## src/rtl/hazard_scoreboard.sv

```systemverilog
// hazard_scoreboard
//
// Purpose: ID-stage hazard detector. Every register write that issues from ID
// loads a per-register countdown with PIPE_DEPTH. The countdown drains by one
// each clock as the producer moves through EXE, MEM and WB. An ID instruction
// that reads a register whose countdown is still running is held. The stall
// request is combinational and goes to the controller and the IF/ID hold logic.
//
// Optional feature macro: HAZARD_FORWARDING_EN
//   defined   - a forwarding unit exists, so only a load-use dependency in the
//               first cycle after the load issues (count == PIPE_DEPTH) stalls.
//   undefined - any running countdown on a source register stalls.
//
// Ports:
//   clk             in  rising-edge clock
//   rst             in  asynchronous active-high reset
//   id_valid        in  a real instruction occupies ID
//   flush           in  ID instruction is squashed this cycle
//   src1, src2      in  source register addresses
//   src2_used       in  src2 is really read by this instruction
//   dest            in  destination register address
//   wb_en           in  instruction writes dest
//   mem_r_en        in  instruction is a load
//   hazard_detected out combinational stall request
//   busy            out registered: any scoreboard entry nonzero
//   stall_count     out registered saturating count of stall cycles

module hazard_scoreboard #(
  parameter int REG_ADDR_W = 5,
  parameter int PIPE_DEPTH = 3,
  parameter int CNT_W      = 16
) (
  input  logic                  clk,
  input  logic                  rst,
  input  logic                  id_valid,
  input  logic                  flush,
  input  logic [REG_ADDR_W-1:0] src1,
  input  logic [REG_ADDR_W-1:0] src2,
  input  logic                  src2_used,
  input  logic [REG_ADDR_W-1:0] dest,
  input  logic                  wb_en,
  input  logic                  mem_r_en,
  output logic                  hazard_detected,
  output logic                  busy,
  output logic [CNT_W-1:0]      stall_count
);

  localparam int NUM_REGS = 1 << REG_ADDR_W;
  localparam int ENT_W    = $clog2(PIPE_DEPTH + 1);
  localparam logic [ENT_W-1:0] DEPTH_VAL = ENT_W'(PIPE_DEPTH);

  logic [ENT_W-1:0]    cnt     [NUM_REGS];
  logic [ENT_W-1:0]    cnt_nxt [NUM_REGS];
  logic [NUM_REGS-1:0] ld;
  logic [NUM_REGS-1:0] ld_nxt;
  logic                match1;
  logic                match2;
  logic                issue;
  logic                busy_nxt;

  // Source match against the current (pre-update) scoreboard, so an
  // instruction that writes one of its own sources never stalls on itself.
  // Register 0 is hardwired and never produces a dependency.
  always_comb begin
`ifdef HAZARD_FORWARDING_EN
    // Forwarding covers everything except a load whose data is not out of
    // MEM yet, which is only the first cycle after the load issues.
    match1 = (src1 != '0) && ld[src1] && (cnt[src1] == DEPTH_VAL);
    match2 = src2_used && (src2 != '0) && ld[src2] && (cnt[src2] == DEPTH_VAL);
`else
    // Without forwarding, a source is only safe once its writer has left WB;
    // the register file is not write-through, so count 1 still stalls.
    match1 = (src1 != '0) && (cnt[src1] != '0);
    match2 = src2_used && (src2 != '0) && (cnt[src2] != '0);
`endif
  end

  // A flushed instruction neither stalls nor issues.
  assign hazard_detected = id_valid && !flush && (match1 || match2);
  assign issue           = id_valid && !flush && !hazard_detected;

  // Next scoreboard state: a fresh issue reloads its destination, overriding
  // the drain and any older pending writer to the same register.
  always_comb begin
    busy_nxt = 1'b0;
    for (int r = 0; r < NUM_REGS; r++) begin
      cnt_nxt[r] = cnt[r];
      ld_nxt[r]  = ld[r];
      if (r == 0) begin
        cnt_nxt[r] = '0;
        ld_nxt[r]  = 1'b0;
      end else if (issue && wb_en && (dest == REG_ADDR_W'(r))) begin
        cnt_nxt[r] = DEPTH_VAL;
        ld_nxt[r]  = mem_r_en;
      end else if (cnt[r] != '0) begin
        cnt_nxt[r] = cnt[r] - ENT_W'(1);
      end
      busy_nxt = busy_nxt | (cnt_nxt[r] != '0);
    end
  end

  // State registers; reset empties the scoreboard, which also forces
  // hazard_detected low without waiting for a clock edge.
  always_ff @(posedge clk or posedge rst) begin
    if (rst) begin
      for (int r = 0; r < NUM_REGS; r++) begin
        cnt[r] <= '0;
      end
      ld          <= '0;
      busy        <= 1'b0;
      stall_count <= '0;
    end else begin
      cnt  <= cnt_nxt;
      ld   <= ld_nxt;
      busy <= busy_nxt;
      if (hazard_detected && (stall_count != '1)) begin
        stall_count <= stall_count + CNT_W'(1);
      end
    end
  end

endmodule

```

## config.mk

```make
export PLATFORM = sky130hd
export DESIGN_NAME = hazard_scoreboard
export DESIGN_NICKNAME = d
export VERILOG_FILES = /design/src/rtl/hazard_scoreboard.sv
export SDC_FILE = /design/constraint.sdc
export NUM_CORES = 1
export LEC_CHECK = 0
export BUFFER_PORTS_ARGS = -buffer_cell sky130_fd_sc_hd__buf_2
export CORE_MARGIN = 10
export CORE_UTILIZATION = 35
export DETAILED_ROUTE_END_ITERATION = 6
export PLACE_DENSITY = 0.64
export SETUP_SLACK_MARGIN = 0.4
export SYNTH_ARGS = -nofsm -noshare
export SYNTH_HDL_FRONTEND = slang
export SYNTH_SLANG_ARGS = --single-unit
```

## constraint.sdc

```tcl
create_clock -name clk -period 2.4 [get_ports clk]
set_input_delay 0.12 -clock clk [delete_from_list [all_inputs] [get_ports clk]]
set_output_delay 0.12 -clock clk [all_outputs]
set_load 0.01 [all_outputs]
```

-- After elaboration in Yosys (flattened, before gate mapping)
Index checks and enable logic that the tools add are counted.
- bits in registers: 79
- input port bits: 22
- add/subtract/negate cells: 32
- magnitude comparators: 2
- eq/ne operators: 32
- multiplexer cells: 68
- bitwise logic cells: 32
- reductions and logical operators: 108
- operators with widths (cell ; number):
    $mux W2 ; 66
    $reduce_bool A2 Y1 ; 64
    $eq A5 B5 Y1 const B ; 16
    $sub A2 B1 Y2 const B ; 31
    $eq A5 B4 Y1 const B ; 8
    $logic_and A1 B1 Y1 ; 39
    $or A1 B1 Y1 ; 30
    $bmux W2 S5 ; 2
    $eq A5 B3 Y1 const B ; 4
    $add A16 B1 Y16 const B ; 1
    $ne A16 B16 Y1 const B ; 1
    $ge A6 B6 Y1 const B ; 2
    $not A5 Y6 ; 2
    $eq A5 B2 Y1 const B ; 2
    $reduce_bool A5 Y1 ; 2
    $eq A5 B1 Y1 const B ; 1
    $logic_not A1 Y1 ; 2
    $logic_or A1 B1 Y1 ; 1

-- Logic depth before layout (Yosys ltp)
- word-level depth: 44
- mapped depth: 11
- mapped depth without buffers: 8

-- Worst setup path after synthesis
OpenSTA, ideal clock, no wires.
- path kind: input to register
- start point: in src2[0]
- end point: reg stall_count[14]
- setup time: 125 ps
- data arrival time: 2217 ps
- slack: 59 ps
- stages: 8
- buffers on the path: 1
- cells stage by stage: clkbuf_1 > mux2_2 > a31o_2 > o31a_1 > o21ai_2 > o21ai_4 > nor4_1 > mux2_2
- longest elaborated chain between the ends: 9
- elaborated cells between the ends (all ways): 11
- RTL lines (element ; line ; source):
    from (decl) ; 38 ; input logic [REG_ADDR_W-1:0] src2,
    $not A5 Y6 (not written as such) ; 74 ; match2 = src2_used && (src2 != '0) && (cnt[src2] != '0);
    $bmux W2 S5 ; 74 ;
    $mux W2 (not written as such) (2 in series) ; 74 ;
    $reduce_bool A2 Y1 ; 74 ;
    $logic_and A1 B1 Y1 (*) ; 74 ;
    $logic_or A1 B1 Y1 (*) ; 79 ; assign hazard_detected = id_valid && !flush && (match1 || match2);
    $logic_and A1 B1 Y1 (*) ; 79 ;
    $logic_and A1 B1 Y1 (*) ; 116 ; if (hazard_detected && (stall_count != '1)) begin
    to (signal assigned) ; 117 ; stall_count <= stall_count + CNT_W'(1);
    to (decl) ; 45 ; output logic [CNT_W-1:0] stall_count
Mark *: on every way between the ends. The rest lies on a longest branch, timed or not. The select of a mux whose other input is x is not followed.
A chain may end at the register's enable or synchronous reset.

==> metrics.md <==
| Metric | Value |
|---|---|
| Run status | finished with violations |
| Violated checks | negative setup slack |
| DR iter-0 viols | 353 |
| FILL cells | ~1.0k |
| Clock power share | 0.434 |
| Power, Total | around 3.3 mW |
| Gpl congestion | 0.913 |
| CTS root buffer | clkbuf_16 |
| YS warnings | 0 |
| Tightest Pin Transition | a little over 0.8 ns |
| Avg Cell Area, Syn | between 9 and 10 µm² |
| Total gr overflow | 0 |
| Worst Path Max Fanout | 6 |
| Buffer depth of the longest clock path | 2 |
| Initial antenna violation count | 0 |
| Core area | about 0.012 mm² |
| Initial Utilization | 0.361 |
| Post-route setup slack | -0.127 ns |
| Max rail drop VDD | around 0.37 mV |
| Die H | 129 µm |
| DRC Markers | 0 |
| Top cell type's share of synthesized area | 0.473 |
| Level count of the clock H-tree | 3 |
| CP Launch Type | register |
| Worst slack at placement | -0.0689 ns |
| First-pass GRT wire length | approximately 21000 µm |
| Hpwl dp | between 8000 and 9000 µm |
| DRT Wirelength | ~13000 µm |
| Top FF cell, synth | dfrtp_1 |
| Max Clock Skew | ~0.0072 ns |
| Max_cap viols | 0 |
| Int Power | approximately 2.5 mW |
| Drt pass-1 iters | 5 |
| Synth Area in Compound Gates | 0.167 |
| Critical path startpoint | cnt[33] |
| Layout cells sized above 1 | 0.400 |
| Post-synth ARST share | 1.00 |
| M2 GR Usage | 0.255 |
| Total Neg Setup Slack | -1.65 ns |
| Peak Freq | 0.396 GHz |
| Pin count of the biggest net entering global routing | 36 |
| Part of the power in combinational logic | 0.134 |
| Final setup viols | 33 |
| Syn-to-layout area delta | 39.4% |
| Relative slew margins | 0.461 |
| Fin. max-slew vios | 0 |
| HP Class | input port to register |
| Register area share after synthesis | 0.473 |
| Antenna viol nets, final | 0 |
| Largest area contributor in the netlist | dfrtp_1 |
| Layout Nets | approximately 560 |
| Static leakage | 2.57 nW |
| Post-synthesis net count | around 460 |
| Critical path class | register to register |
| Net switching power | about 840 µW |
| Pwr dens | about 570 mW/mm² |
| Flops & latches, synth | 79 |
| GR Util met1 | 0.204 |
| Diodes inserted | 0 |
| Synth unique cells | 67 |
| Worst EP required | 2.66 ns |
| Reg-to-Reg Start | cnt[33] |
| Post-synthesis simple-gate area fraction | 0.232 |
| Gr usage total | 0.159 |
| Drt via density | roughly 5.7 |
| Synth top area cells | dfrtp_1 47%, nand2_1 3.9%, o21ai_0 3.4%, nor3_1 3.1%, nor2_1 2.8% |
| Sink Count | roughly 80 |
| GRT met3 Usage | 0.0367 |
| Post-synthesis instance total | ~440 |
| CP arrival | between 2 and 3 ns |
| EDFF count, synth | 0 |
| Final min period | about 2.5 ns |
| Worst setup path endpoint | cnt[31] |
| Mapped Area | 0.00418 mm² |
| CP endpoint kind | register |
| Sw Ratio | 0.253 |
| CTS clk-pin slew, worst paths | 0.06 ns |
| R2r endpoint | cnt[31] |
| Mux cell area share after synthesis | 0.0440 |
| I/O Pins | 40 |
| Unrepaired setup endpoints after global routing | true |
| Vias in the first global route | around 3.9k |
| Adder-cell area share of the yosys netlist | 0.00299 |
| R2r worst-path depth | 9 |
| Total CTS buffers | 9 |
| Global route hottest layer | met2 |
| Die area | ~0.017 mm² |
| Crit share post-route | 1.05 |
| Skew-Pair Late Insertion Delay | approximately 0.34 ns |
| IO buf count | 38 |
| Worst R2R Setup Slack | -0.13 ns |
| Die W | ~130 µm |
| Main combinational cell family by area after synthesis | simple AND/OR/NAND/NOR gates |
| Post-Synth XOR/XNOR Area | 0.0294 |
| Via count | a little under 4k |
| Wirelength per Cell | 19.6 µm |
| CTS tree | built |
| Rows | 39 |
| Hold Vio Cnt, Final | 0 |
| Sequential share of power | 0.432 |
-- routing by layer --
| metal | routed length (µm) | vias to the layer above | share of wire |
|---|---|---|---|
| met3 | 1000 | 28 | 0.074 |
| li1 | - | 1822 | - |
| met4 | 382 | 0 | 0.028 |
| met5 | 0 | - | 0 |
| met2 | 6440 | 136 | 0.48 |
| met1 | 5650 | 1934 | 0.42 |
-- state kept, by name, summed over array words and instances, names as in the netlist --
signal	count
cnt	62
stall_count	16
busy	1
-- cell usage in the layout (no fill, tap or decap), drive strengths merged, types with 7 or more instances in the layout --
cell	count
nor2b	7
nand2	43
nor4	12
o22ai	17
xor2	11
nand2b	10
clkbuf	11
nor3	27
dfrtp	79
nand4	9
nor2	32
inv	29
nand3	12
a21oi	13
o21ai	37
buf	106
-- Yosys cell counts, types with 6 or more instances --
cell and instances:
inv_1 29, nand2_1 43, nor4_1 12, dfrtp_1 79, nor3b_1 6, a21oi_1 13
nand2b_1 10, nor2b_1 7, o21ai_0 28, nand3_1 11, nor2_1 31, nor3_1 26
clkbuf_1 10, o22ai_1 17, xor2_1 11, nand4_1 9, o21ai_1 7
-- metrics by stage --
| stage | std cells | utilization | hold WS, ns | area, µm² |
|---|---|---|---|---|
| after global routing | 688 | 0.504 | 0.251 | 5820 |
| after CTS | 676 | 0.481 | 0.220 | 5570 |
| after detailed placement | 641 | 0.414 | 0.304 | 4790 |
| after floorplan | 441 | - | 0.321 | 4220 |
| after global placement | 641 | 0.414 | 0.297 | 4790 |
| final | 688 | 0.504 | 0.240 | 5820 |
-- worst max-delay path: stages, from the launching register on --
cell	delay [ns]
dfrtp_1	0.43
nor2_1	0.13
a21oi_1	0.08
mux4_2	0.53
a32oi_2	0.23
buf_4	0.14
and2_4	0.17
nand3_4	0.10
or3_4	0.48
o21ai_2	0.16
-- area by class of cell --
| type | count | area (µm²) | share of cell area |
|---|---|---|---|
| Tap cell | 143 | 179 | 0.0307 |
| Timing Repair Buffer | 107 | 778 | 0.134 |
| Clock buffer | 11 | 243 | 0.0417 |
| Clock inverter | 4 | 70.1 | 0.0120 |
| Sequential cell | 79 | 1980 | 0.340 |
| Multi-Input combinational cell | 314 | 2460 | 0.422 |
| Inverter | 30 | 116 | 0.0200 |
-- power by group through the flow --
stage	Combinational, mW	Clock [mW]	Sequential, mW
6_report	0.448	1.45	1.44
5_1_grt	0.492	1.53	1.45
4_1_cts	0.425	1.47	1.44
3_5_place_dp	0.381	0	1.46
3_3_place_gp	0.371	0	1.45
2_1_floorplan	0.206	0	1.47
-- worst min path at each step --
stage	from	to	slack [ns]	depth (start not counted)
global route	dest[4]	cnt[25]	0.25	2
CTS	dest[4]	cnt[25]	0.22	2
global placement	rst	cnt[5]	0.30	2
detailed placement	rst	cnt[5]	0.30	2
floorplan	dest[0]	cnt[47]	0.32	2
finish	dest[4]	cnt[25]	0.24	2
-- logic make-up (layout without fill, tap and decap cells) --
| group | after synthesis | count (layout) |
|---|---|---|
| buffers and inverters | 49 | 152 |
| AND/OR/NAND/NOR | 183 | 184 |
| AO/OA/AOI/OAI | 105 | 105 |
| multiplexers | 10 | 10 |
| flip-flops | 79 | 79 |
| adder cells (fa/ha/maj) | 1 | 1 |
| XOR/XNOR | 14 | 14 |
-- what timing repair did --
item | 4_1_cts | 5_1_grt
hold buffers | 1 | 0
pin swaps | 24 | 18
endpoints found under the hold margin | 33 | 0
resized for setup | 80 | 37
endpoints found under the setup margin | 79 | 80
cloned | 2 | 0
buffers inserted | 17 | 12
No activity file was read; power rests on OpenSTA's default activity.
